==> src/rtl/pipe_fetch_stage.sv <==
// Three-state instruction fetch stage (BOOT/RUN/HALT) with fetch, decode and
// execute instruction registers. Optional stall counter: PIPE_STALL_CNT_EN.
module pipe_fetch_stage #(
  parameter int          PC_W = 8,
  parameter logic [15:0] NOP  = 16'h0000
) (
  input  logic            clk,
  input  logic            rst_n,
  output logic            imem_req,
  output logic [PC_W-1:0] imem_addr,
  input  logic [15:0]     imem_data,
  input  logic            imem_valid,
  input  logic            chazard,
  input  logic            dhazard,
  input  logic            halt_i,
  output logic [PC_W-1:0] pc,
  output logic [15:0]     ifir,
  output logic [15:0]     idir,
  output logic [15:0]     exir,
  output logic            drained
`ifdef PIPE_STALL_CNT_EN
  ,
  output logic [15:0]     stall_cnt
`endif
);

  typedef enum logic [1:0] {BOOT, RUN, HALT} state_e;

  // Branch target comes from the low byte of ifir, zero-extended for wide PCs.
  localparam int TW = (PC_W > 8) ? 8 : PC_W;

  state_e          state_q;
  logic            req_q;
  logic [PC_W-1:0] pc_q, pc_d, tgt;
  logic [15:0]     ifir_q, ifir_d, idir_q, idir_d, exir_q, exir_d;

  assign tgt = PC_W'(ifir_q[TW-1:0]);

  always_comb begin
    pc_d   = pc_q;
    ifir_d = ifir_q;
    idir_d = idir_q;
    exir_d = exir_q;
    case (state_q)
      RUN: begin
        if (dhazard) begin
          idir_d = NOP;
          exir_d = idir_q;
        end else if (chazard) begin
          pc_d   = tgt;
          ifir_d = NOP;
          idir_d = ifir_q;
          exir_d = idir_q;
        end else if (!imem_valid) begin
          ifir_d = NOP;
          idir_d = ifir_q;
          exir_d = idir_q;
        end else begin
          pc_d   = pc_q + PC_W'(1);
          ifir_d = imem_data;
          idir_d = ifir_q;
          exir_d = idir_q;
        end
      end
      HALT: begin
        ifir_d = NOP;
        idir_d = ifir_q;
        exir_d = idir_q;
      end
      default: ;
    endcase
  end

  // imem_req is registered alongside the state so it tracks the state exactly.
  always_ff @(posedge clk or negedge rst_n) begin
    if (!rst_n) begin
      state_q <= BOOT;
      req_q   <= 1'b0;
    end else begin
      case (state_q)
        BOOT: begin
          state_q <= RUN;
          req_q   <= 1'b1;
        end
        RUN: if (halt_i) begin
          state_q <= HALT;
          req_q   <= 1'b0;
        end
        HALT: if (!halt_i) begin
          state_q <= RUN;
          req_q   <= 1'b1;
        end
        default: begin
          state_q <= BOOT;
          req_q   <= 1'b0;
        end
      endcase
    end
  end

  always_ff @(posedge clk or negedge rst_n) begin
    if (!rst_n) begin
      pc_q   <= '0;
      ifir_q <= NOP;
      idir_q <= NOP;
      exir_q <= NOP;
    end else begin
      pc_q   <= pc_d;
      ifir_q <= ifir_d;
      idir_q <= idir_d;
      exir_q <= exir_d;
    end
  end

  assign imem_req  = req_q;
  assign imem_addr = pc_q;
  assign pc        = pc_q;
  assign ifir      = ifir_q;
  assign idir      = idir_q;
  assign exir      = exir_q;
  assign drained   = (state_q == HALT) && (idir_q == NOP) && (exir_q == NOP);

`ifdef PIPE_STALL_CNT_EN
  logic        stall_evt;
  logic [15:0] scnt_q;

  assign stall_evt = (state_q == RUN) && (dhazard || !imem_valid);

  always_ff @(posedge clk or negedge rst_n) begin
    if (!rst_n)                                scnt_q <= '0;
    else if (stall_evt && scnt_q != 16'hFFFF)  scnt_q <= scnt_q + 16'd1;
  end

  assign stall_cnt = scnt_q;
`endif

endmodule

==> config.mk <==
export PLATFORM = sky130hd
export DESIGN_NAME = pipe_fetch_stage
export DESIGN_NICKNAME = d
export VERILOG_FILES = /design/src/rtl/pipe_fetch_stage.sv
export SDC_FILE = /design/constraint.sdc
export NUM_CORES = 1
export LEC_CHECK = 0
export ABC_AREA = 1
export ABC_CLOCK_PERIOD_IN_PS = 1680
export BUFFER_PORTS_ARGS = -buffer_cell sky130_fd_sc_hd__buf_2
export CELL_PAD_IN_SITES_DETAIL_PLACEMENT = 0
export CELL_PAD_IN_SITES_GLOBAL_PLACEMENT = 1
export CORE_ASPECT_RATIO = 1.2
export CORE_MARGIN = 2
export CORE_UTILIZATION = 30
export CTS_BUF_LIST = sky130_fd_sc_hd__clkbuf_4 sky130_fd_sc_hd__clkbuf_8
export DETAILED_ROUTE_END_ITERATION = 8
export GPL_ROUTABILITY_DRIVEN = 0
export GPL_TIMING_DRIVEN = 0
export PLACE_DENSITY = 0.78
export SLEW_MARGIN = 40
export SYNTH_ARGS = -nofsm -noshare
export SYNTH_HDL_FRONTEND = slang
export SYNTH_SLANG_ARGS = --single-unit
==> constraint.sdc <==
create_clock -name clk -period 1.68 [get_ports clk]
set_input_delay 0.336 -clock clk [delete_from_list [all_inputs] [get_ports clk]]
set_output_delay 0.336 -clock clk [all_outputs]
set_load 0.05 [all_outputs]
==> Yosys cells after proc, flatten, opt, wreduce, memory -nomap -nowiden <==
Cells that the tools add are included.
{ "totals": {"regBits": 59, "input_bits": 22, "elab_cells": 38} }
{ "classes": {"addsub": 1, "n_eq_ne": 5, "mux": 14, "bitwise_logic": 1, "n_reduce_logical": 11} }
{ "ops": {"columns": ["cell", "count"], "rows": [
  ["$mux W16", 4],
  ["$pmux W16 S2", 2],
  ["$logic_not A16 Y1", 2],
  ["$mux W8", 2],
  ["$add A8 B1 Y8 const B", 1],
  ["$ne A2 B2 Y1 const B", 3],
  ["$pmux W2 S3", 1],
  ["$mux W2", 2],
  ["$reduce_and A2 Y1", 2],
  ["$reduce_bool A2 Y1", 2],
  ["$pmux W1 S3", 1],
  ["$reduce_and A3 Y1", 1],
  ["$eq A2 B1 Y1 const B", 1],
  ["$eq A2 B2 Y1 const B", 1],
  ["$logic_and A1 B1 Y1", 2],
  ["$logic_not A2 Y1", 1],
  ["$mux W1", 2],
  ["$reduce_or A2 Y1", 1],
  ["$not A1 Y1", 1]
]} }

==> Depth between registers and ports, before layout <==
Gate-level depths: netlist (run 1).
{ "depth": {"depth_word": 4, "depth_mapped": 7} }

==> Worst setup path after synthesis (run 1) <==
No wires, ideal clock.
{ "synth_path": {"path_type": "reg-to-output", "startpoint": "register state_q[0]", "endpoint": "output port drained", "arrival_ns": 1.634, "required_time_ns": 1.344, "slack_ns": -0.290, "stages_incl_launch_ff": 7, "cell_sequence": "dfrtp_1 -> inv_1 -> ha_1 -> nand4_1 -> nor2_1 -> nand3_1 -> nor2_1"} }
{ "synth_between": {"elab_chain_cells": 3} }
{ "synth_rtl": {"columns": ["item", "line_no", "source"], "rows": [
  ["start: declaration", "32", "state_e state_q;"],
  ["start signal: assignment", "77", "state_q <= BOOT;"],
  ["start signal: assignment", "82", "state_q <= RUN;"],
  ["start signal: assignment", "86", "state_q <= HALT;"],
  ["$eq A2 B2 Y1", "121", "assign drained = (state_q == HALT) && (idir_q == NOP) && (exir_q == NOP);"],
  ["$logic_and A1 B1 Y1 (2 in series)", "121", null],
  ["end: declaration", "20", "output logic drained"]
]} }
No other way between the ends.

==> Worst setup path in the final report (run 1) <==
Ends and elaborated chain as after synthesis.

==> metrics, run 1 <==
Slew headroom=0.645; vias in the first global route=2440; vias per cell=4.52; CP startpoint=state_q[0]$_DFFE_PN0P_; Place WS=-0.216 ns; yosys warns=0; Residual DRC=0; Crit Path Class=flip-flop to primary output; vias=2477; final count of pins violating max slew=0; initial antenna violation count=0; failing checks=setup timing; fin worst setup slack=-0.181 ns; Detailed Route Iter0 Violations=81; r2r endpoint=exir[14]$_DFFE_PN0P_; Synth Net Count=349; # diodes=0; fraction of layout cells with a size suffix above 1=0.329; most common cell after layout, fill and taps aside=buf_2; clk_skew=0.00451 ns; fin crit period=1.86 ns; Critical Path End Type=primary output; critical path peak fanout=2; worst reg2reg path depth=7; final worst path period share=1.11; clk slew on worst S/H paths=0.07 ns; CP Data Arrival Time=1.53 ns; hold slack=0.242 ns; worst hold path type=input pin to flip-flop; Max Root-Sink Buffers=2; CTS tree=done; Max-Cap Viols=0; synthesized area per cell=roughly 8.6 µm²; GRT overflow=0; Hold Vio Cnt, Final=0; router iterations before antenna repair=4; WP buf/inv=2; R2R setup slack=0.12 ns; Avg WL per Cell=roughly 13 µm; Hold Path Depth=3; hold path start=imem_data[4]; placeable core area=9030 µm²; Root Buffer=clkbuf_8; Worst-Margin Slew=0.532 ns; commonest cells after routing, fill and taps aside=87 x buf_2, 59 x dfrtp_1, 51 x inv_1, 48 x o21ai_0, 43 x nand3_1; Site Rows=38; final cell count without fillers=approximately 550; Worst setup SP type=flip-flop; antenna-violating nets left=0; IO Pins=between 80 and 90; worst skew pair latency=0.34 ns; chip height=109 µm; Die Footprint=10100 µm²; Placed Cells=approximately 530; CTS HTree Levels=3; Clock Sinks=59; hpwl dp=around 5600 µm; routed wire length=7350 µm; max incr delay on CP=approximately 0.39 ns; placed cell area=3370 µm²; Distinct cells, synth=23; Hold Path Sink=ifir[4]$_DFFE_PN0P_; CP max-delay cell=dfrtp_1; area grow syn2layout=31.7%; synthesized cell area=2780 µm²; total global-route track usage=0.155; flops & latches, synth=59; ordered list of cells on the worst path=inv_2 > ha_4 > nand4_1 > nor2_2 > nand3_2 > nor2_4 > buf_6; RSZ-0062 raised after global routing=true; Design Area, Final=3660 µm²; Port Buffers=86; largest net degree at the start of global routing=60; Final setup viols=1; CTS Buf Count=9; status=complete, but fails checks; Initial Utilization=0.308; reg-to-reg startpoint=state_q[0]$_DFFE_PN0P_; register area share after synthesis=0.531; Die W=roughly 92 µm; CP required=1.34 ns; Cells after Synth=322; maximum clock frequency=0.537 GHz; first-pass GRT wire length=11900 µm; CP delay by family, top=simple AND/OR/NAND/NOR gates; Net count, final=450
-- synth_stat cells --
library cell | number | share of area
a21oi_1 | 10 | 0.018
a21oi_4 | 1 | 0.0059
a31oi_1 | 1 | 0.0023
buf_1 | 1 | 0.0013
buf_2 | 4 | 0.0072
buf_4 | 10 | 0.027
buf_6 | 4 | 0.016
clkbuf_1 | 3 | 0.0041
dfrtp_1 | 59 | 0.53
ha_1 | 5 | 0.023
inv_1 | 52 | 0.070
inv_2 | 2 | 0.0027
nand2_1 | 42 | 0.057
nand3_1 | 44 | 0.079
nand4_1 | 5 | 0.011
nor2_1 | 18 | 0.024
nor3_1 | 1 | 0.0018
nor3_4 | 1 | 0.0059
o21a_1 | 1 | 0.0027
o21ai_0 | 49 | 0.088
o21ai_1 | 4 | 0.0072
o21ai_2 | 3 | 0.0095
o22ai_1 | 2 | 0.0045
-- registers in the layout (all words and copies together), names as in the netlist --
signal     cells
imem_addr      8
ifir          16
imem_req       1
exir          16
state_q        2
idir          16
-- layer usage --
| metal | global-route usage | vias to the layer above | part of all wire |
|---|---|---|---|
| met5 | 0 | - | 0 |
| met4 | 0.0725 | 0 | 0.014 |
| met3 | 0.0363 | 8 | 0.057 |
| met2 | 0.258 | 82 | 0.49 |
| met1 | 0.192 | 1145 | 0.43 |
| li1 | - | 1242 | - |
-- how the worst max path moves through the flow --
stage / endpoint / slack [ns] / cells past startpoint
after floorplan: drained / 0.04 / 6
after global placement: drained / -0.21 / 7
after detailed placement: drained / -0.22 / 7
after CTS: drained / -0.25 / 7
after global routing: drained / -0.27 / 7
final: drained / -0.18 / 7
-- logic make-up (layout without fill, tap and decap cells) --
logic type,after synthesis,in the layout,synth area share
AOI/OAI and AO/OA,71,71,0.138
adders and majority gates,5,5,0.0225
buffers and inverters,76,182,0.129
DFF,59,59,0.531
and+or+nand+nor,111,111,0.179
-- worst reg2reg max path, delay by kind of cell (launching register included) --
family                   cells  cell delay, ns
AO/OA/AOI/OAI                1            0.14
adder cells (fa/ha/maj)      1            0.26
buffers and inverters        4            0.65
flip-flops                   1            0.37
AND/OR/NAND/NOR              1            0.06
-- layout make-up --
class	instances	area, µm²
Fill cell	951	5380
Sequential cell	59	1480
Multi-Input combinational cell	187	978
Timing Repair Buffer	90	475
Inverter	54	203
Clock buffer	12	165
Buffer	22	163
Tap cell	120	150
Clock inverter	4	47.5
-- per-stage QoR --
stage / utilization / TNS [ns]
after global placement: 0.373 / -0.211
after CTS: 0.401 / -0.255
after floorplan: - / 0
after global routing: 0.405 / -0.273
after detailed placement: 0.373 / -0.216
final: 0.405 / -0.181
-- what timing repair did --
item	CTS	global route
hold buffers	0	1
setup endpoints to repair	1	28
endpoints found under the hold margin	0	7
cloned	0	0
resized for setup	7	11
pin swaps	3	3
buffers inserted	2	1
Power of run 1 is left out: the tool's default activity adds up to more than one toggle a clock period on the data nets, which glitch-free logic cannot reach.
==> run 2: changes to the inputs <==
Settings changed: ABC_CLOCK_PERIOD_IN_PS 1680 to 2360, TNS_END_PERCENT from default to 50.
Clock period 1.68 ns to 2.36 ns, I/O delays scaled along.
==> run 2 against run 1 <==
  * Count of clock-buffer cells in the layout is 1 lower
  * The run now ends clean
  * Die area unchanged
  * Cell count down 0.73%
  * Global-route usage rose by 0.14 points
==> metrics, run 2 (same netlist as run 1, synthesis figures left out) <==
chip height=109 µm (unchanged); Die W=91.9 µm (unchanged); vias per cell=4.52 (about the same); CTS HTree Levels=3 (unchanged); Clock Sinks=59 (unchanged); Crit Path Class=flip-flop to primary output (unchanged); placed cell area=3360 µm² (was 3370 µm²); first-pass GRT wire length=12200 µm (was 11900 µm); crit-path most repeated cell=nor2_1; Residual DRC=0 (unchanged); Detailed Route Iter0 Violations=86 (was 81); Die Footprint=10100 µm² (unchanged); Initial Utilization=0.308 (unchanged); Final setup viols=0 (was 1); area of the multi-input gates=947 µm² (was 978 µm²); largest net degree at the start of global routing=60 (unchanged); clk slew on worst S/H paths=0.07 ns (about the same); Worst setup SP type=flip-flop (unchanged); total global-route track usage=0.156 (was 0.155); Worst-Margin Slew=0.541 ns (was 0.532 ns); WP buf/inv=2 (unchanged); initial antenna violation count=0 (unchanged); placeable core area=9030 µm² (unchanged); Root Buffer=clkbuf_8 (unchanged); CTS Buf Count=9 (unchanged); Max-Cap Viols=0 (unchanged); fraction of layout cells with a size suffix above 1=0.302 (was 0.329); Place WS=0.346 ns (was -0.216 ns); final worst path period share=0.958; TNS Setup=0 ns (was -0.181 ns); Avg WL per Cell=13.5 µm (was 13.4 µm); max incr delay on CP=0.40 ns (was 0.39 ns); Max Root-Sink Buffers=2 (unchanged); maximum clock frequency=about 0.44 GHz; Hold Vio Cnt, Final=0 (unchanged); worst hold path type=input pin to async pin (was input pin to flip-flop); Final Core Density=0.395 (was 0.405); ordered list of cells on the worst path=inv_1 > ha_2 > nand4_1 > nor2_1 > nand3_1 > nor2_1 > clkbuf_4 (was inv_2 > ha_4 > nand4_1 > nor2_2 > nand3_2 > nor2_4 > buf_6); commonest cells after routing, fill and taps aside=88 x buf_2, 59 x dfrtp_1, 52 x inv_1, 49 x o21ai_0, 44 x nand3_1 (was 87 x buf_2, 59 x dfrtp_1, 51 x inv_1, 48 x o21ai_0, 43 x nand3_1); FF/Latch Area=1480 µm² (unchanged); fin worst setup slack=0.0995 ns (was -0.181 ns); router iterations before antenna repair=4 (unchanged); Port Buffers=86 (unchanged); CP delay by family, top=simple AND/OR/NAND/NOR gates (unchanged); final count of pins violating max slew=0 (unchanged); worst skew pair latency=0.34 ns (about the same); fin crit period=2.26 ns; area grow syn2layout=28.4% (was 31.7%); CP Data Arrival Time=1.79 ns (was 1.53 ns); Net count, final=446 (was 450); Critical Path End Type=primary output (unchanged); IO Pins=88 (unchanged); RSZ-0062 raised after global routing=false (was true); status=complete, no violations (was complete, but fails checks); antenna-violating nets left=0 (unchanged); Design Area, Final=3570 µm² (was 3660 µm²); total setup buffers inserted after CTS=0 (was 2); routed wire length=7340 µm (was 7350 µm); filler cell count=948 (was 951); Site Rows=38 (unchanged); GRT overflow=0 (unchanged); CP max-delay cell=dfrtp_1 (unchanged); most common cell after layout, fill and taps aside=buf_2 (unchanged); Slew headroom=0.639 (was 0.645); # diodes=0 (unchanged); vias=2457 (was 2477); clk_skew=0.00804 ns (was 0.00451 ns); reg-to-reg startpoint=state_q[1]$_DFFE_PN0P_ (was state_q[0]$_DFFE_PN0P_); critical path peak fanout=4 (was 2); CP required=1.89 ns (was 1.34 ns); CP startpoint=state_q[0]$_DFFE_PN0P_ (unchanged); CTS tree=done (unchanged); hpwl dp=5620 µm (was 5590 µm); vias in the first global route=2467 (was 2440)
-- run 2: changes by cell type in the layout (fill, tap and decap cells not counted), moves of 2 or more --
cell,delta
clkbuf_1,+3
buf_4,-3
clkbuf_2,-4
nor2_1,+2
clkbuf_8,-2
-- run 2: metal layers --
layer	up-vias	global-route usage	part of all wire
met5	-	0	0
met4	0	0.0597	0.022
met3	16	0.0452	0.055
met2	78	0.256	0.49
met1	1137	0.197	0.44
li1	1226	-	-
-- run 2: stage by stage --
step	std cells	hold slack, ns
detailed placement	528	0.490
CTS	544	0.225
global route	544	0.134
global placement	528	0.494
floorplan	322	0.176
finish	544	0.105
-- run 2: path summary, 6_finish.rpt --
check,endpoint,slack [ns],cells after the start
min in group clk,ifir[5]$_DFFE_PN0P_,0.38,3
max in group asynchronous,imem_addr[1]$_DFFE_PN0P_,1.88,1
min reg2reg,exir[1]$_DFFE_PN0P_,0.50,2
min,exir[11]$_DFFE_PN0P_,0.11,1
max,drained,0.1,7
max reg2reg,state_q[0]$_DFFE_PN0P_,0.74,5
-- run 2: layout make-up --
cell class,instances,share of cell area
buffer,22,0.0435
clock buffer,11,0.0407
clock inverter,5,0.0147
inverter,54,0.0568
multi-input combinational,187,0.265
sequential,59,0.414
tap,120,0.0421
timing repair buffer,86,0.123
-- run 2: timing repair --
action	4_1_cts	5_1_grt
hold buffers	0	0
resized for setup	1	1
endpoints found under the setup margin	1	1
pin swaps	0	0
Power of run 2 is left out for the same reason.
==> run 3: changes to the inputs <==
Settings changed: CORE_UTILIZATION 30 to 41, PLACE_DENSITY 0.78 to 0.95.
==> run 3 against run 2 <==
  * Via count increased by 1.0%
  * Cell count is 6.4% lower
  * Critical path type unchanged
  * Final area fell by 0.81%
  * First-iteration DRC count rose by 79%
  * Hold slack worse by 0.013 ns
  * Non-clock buffer count unchanged
  * Flip-flop and latch count stayed put
  * Critical path depth unchanged
==> metrics, run 3 (same netlist as run 1, synthesis figures left out) <==
Hold Vio Cnt, Final=0 (unchanged); Net count, final=446 (unchanged); CP required=1.89 ns (about the same); Die Footprint=7460 µm² (was 10100 µm²); RSZ-0062 raised after global routing=false (unchanged); worst hold path type=input pin to async pin (unchanged); final worst path period share=0.947 (was 0.958); most common cell after layout, fill and taps aside=buf_2 (unchanged); first-pass GRT wire length=11200 µm (was 12200 µm); Crit Path Class=flip-flop to primary output (unchanged); Initial Utilization=0.428 (was 0.308); filler cell count=634 (was 948); # diodes=0 (unchanged); chip height=94.2 µm (was 109 µm); Worst setup SP type=flip-flop (unchanged); hpwl dp=5040 µm (was 5620 µm); TNS Setup=0 ns (unchanged); IO Pins=88 (unchanged); maximum clock frequency=0.448 GHz (was 0.442 GHz); worst skew pair latency=0.34 ns (about the same); clk_skew=0.00633 ns (was 0.00804 ns); router iterations before antenna repair=4 (unchanged); Avg WL per Cell=13.3 µm (was 13.5 µm); Port Buffers=86 (unchanged); placeable core area=6490 µm² (was 9030 µm²); antenna-violating nets left=0 (unchanged); post_cts resized=1 (unchanged); Worst-Margin Slew=0.546 ns (was 0.541 ns); vias in the first global route=2401 (was 2467); Clock Sinks=59 (unchanged); Max-Cap Viols=0 (unchanged); vias per cell=4.88 (was 4.52); Slew headroom=0.636 (was 0.639); GRT overflow=0 (unchanged); hold buffer count at cts=0 (unchanged); Max Root-Sink Buffers=2 (unchanged); FF/Latch Area=1480 µm² (unchanged); CTS tree=done (unchanged); Detailed Route Iter0 Violations=154 (was 86); Critical Path End Type=primary output (unchanged); fin crit period=2.23 ns (was 2.26 ns); routed wire length=6760 µm (was 7340 µm); total global-route track usage=0.197 (was 0.156); total setup buffers inserted after CTS=0 (unchanged); vias=2482 (was 2457); CTS Buf Count=9 (unchanged); CTS HTree Levels=3 (unchanged); largest net degree at the start of global routing=60 (unchanged); Site Rows=32 (was 38); area of the multi-input gates=947 µm² (unchanged); Die W=79.2 µm (was 91.9 µm); initial antenna violation count=0 (unchanged); Residual DRC=0 (unchanged); fraction of layout cells with a size suffix above 1=0.302 (unchanged); CP Data Arrival Time=1.76 ns (was 1.79 ns); clk slew on worst S/H paths=0.07 ns (about the same); Final setup viols=0 (unchanged); commonest cells after routing, fill and taps aside=88 x buf_2, 59 x dfrtp_1, 52 x inv_1, 49 x o21ai_0, 44 x nand3_1 (unchanged); status=complete, no violations (unchanged); area grow syn2layout=27.4% (was 28.4%); critical path peak fanout=4 (unchanged); final count of pins violating max slew=0 (unchanged); Root Buffer=clkbuf_8 (unchanged)
==> run 3: critical path: stages, from the launching register on <==
cell and delay [ns]:
dfrtp_1 0.41, inv_1 0.11, ha_2 0.27, nand4_1 0.11
nor2_1 0.11, nand3_1 0.10, nor2_1 0.09, clkbuf_4 0.23
==> run 3: worst paths after layout <==
kind                                   startpoint                       end  slack [ns]  depth (start not counted)
hold reg to reg               idir[2]$_DFFE_PN0P_       exir[2]$_DFFE_PN0P_        0.50                          2
min in group clk                    imem_data[10]      ifir[10]$_DFFE_PN0P_        0.37                          3
setup reg to reg           state_q[0]$_DFFE_PN0P_       ifir[7]$_DFFE_PN0P_        0.76                          6
setup / recovery           state_q[0]$_DFFE_PN0P_                   drained        0.13                          7
max in group asynchronous                   rst_n  imem_addr[4]$_DFFE_PN0P_        1.87                          1
hold / removal                              rst_n      idir[11]$_DFFE_PN0P_        0.09                          1
==> run 3: final cells by class <==
cell class | count | share of cell area
Sequential cell | 59 | 0.417
Multi-Input combinational cell | 187 | 0.268
Timing Repair Buffer | 86 | 0.124
Inverter | 54 | 0.0573
Buffer | 22 | 0.0438
Clock buffer | 11 | 0.0428
Tap cell | 85 | 0.0300
Clock inverter | 5 | 0.0173
==> run 3: routing by layer <==
layer | GRT usage | wire, µm | vias up
met1 | 0.232 | 2820 | 1149
met2 | 0.333 | 3430 | 88
li1 | - | - | 1233
met4 | 0.102 | 110 | 0
met5 | 0 | 0 | -
met3 | 0.0433 | 393 | 12
==> run 3: stage by stage <==
stage                     cell area (µm²)  worst slack, ns  cells  utilization  hold WS, ns
after floorplan                      2780            0.254    322            -        0.176
after global placement               3320            0.377    493        0.511        0.491
after detailed placement             3320            0.387    493        0.512        0.491
after CTS                            3530           0.0634    509        0.545        0.203
after global routing                 3540          0.00187    509        0.546        0.124
final                                3540            0.126    509        0.546       0.0922
Power of run 3 is left out for the same reason.
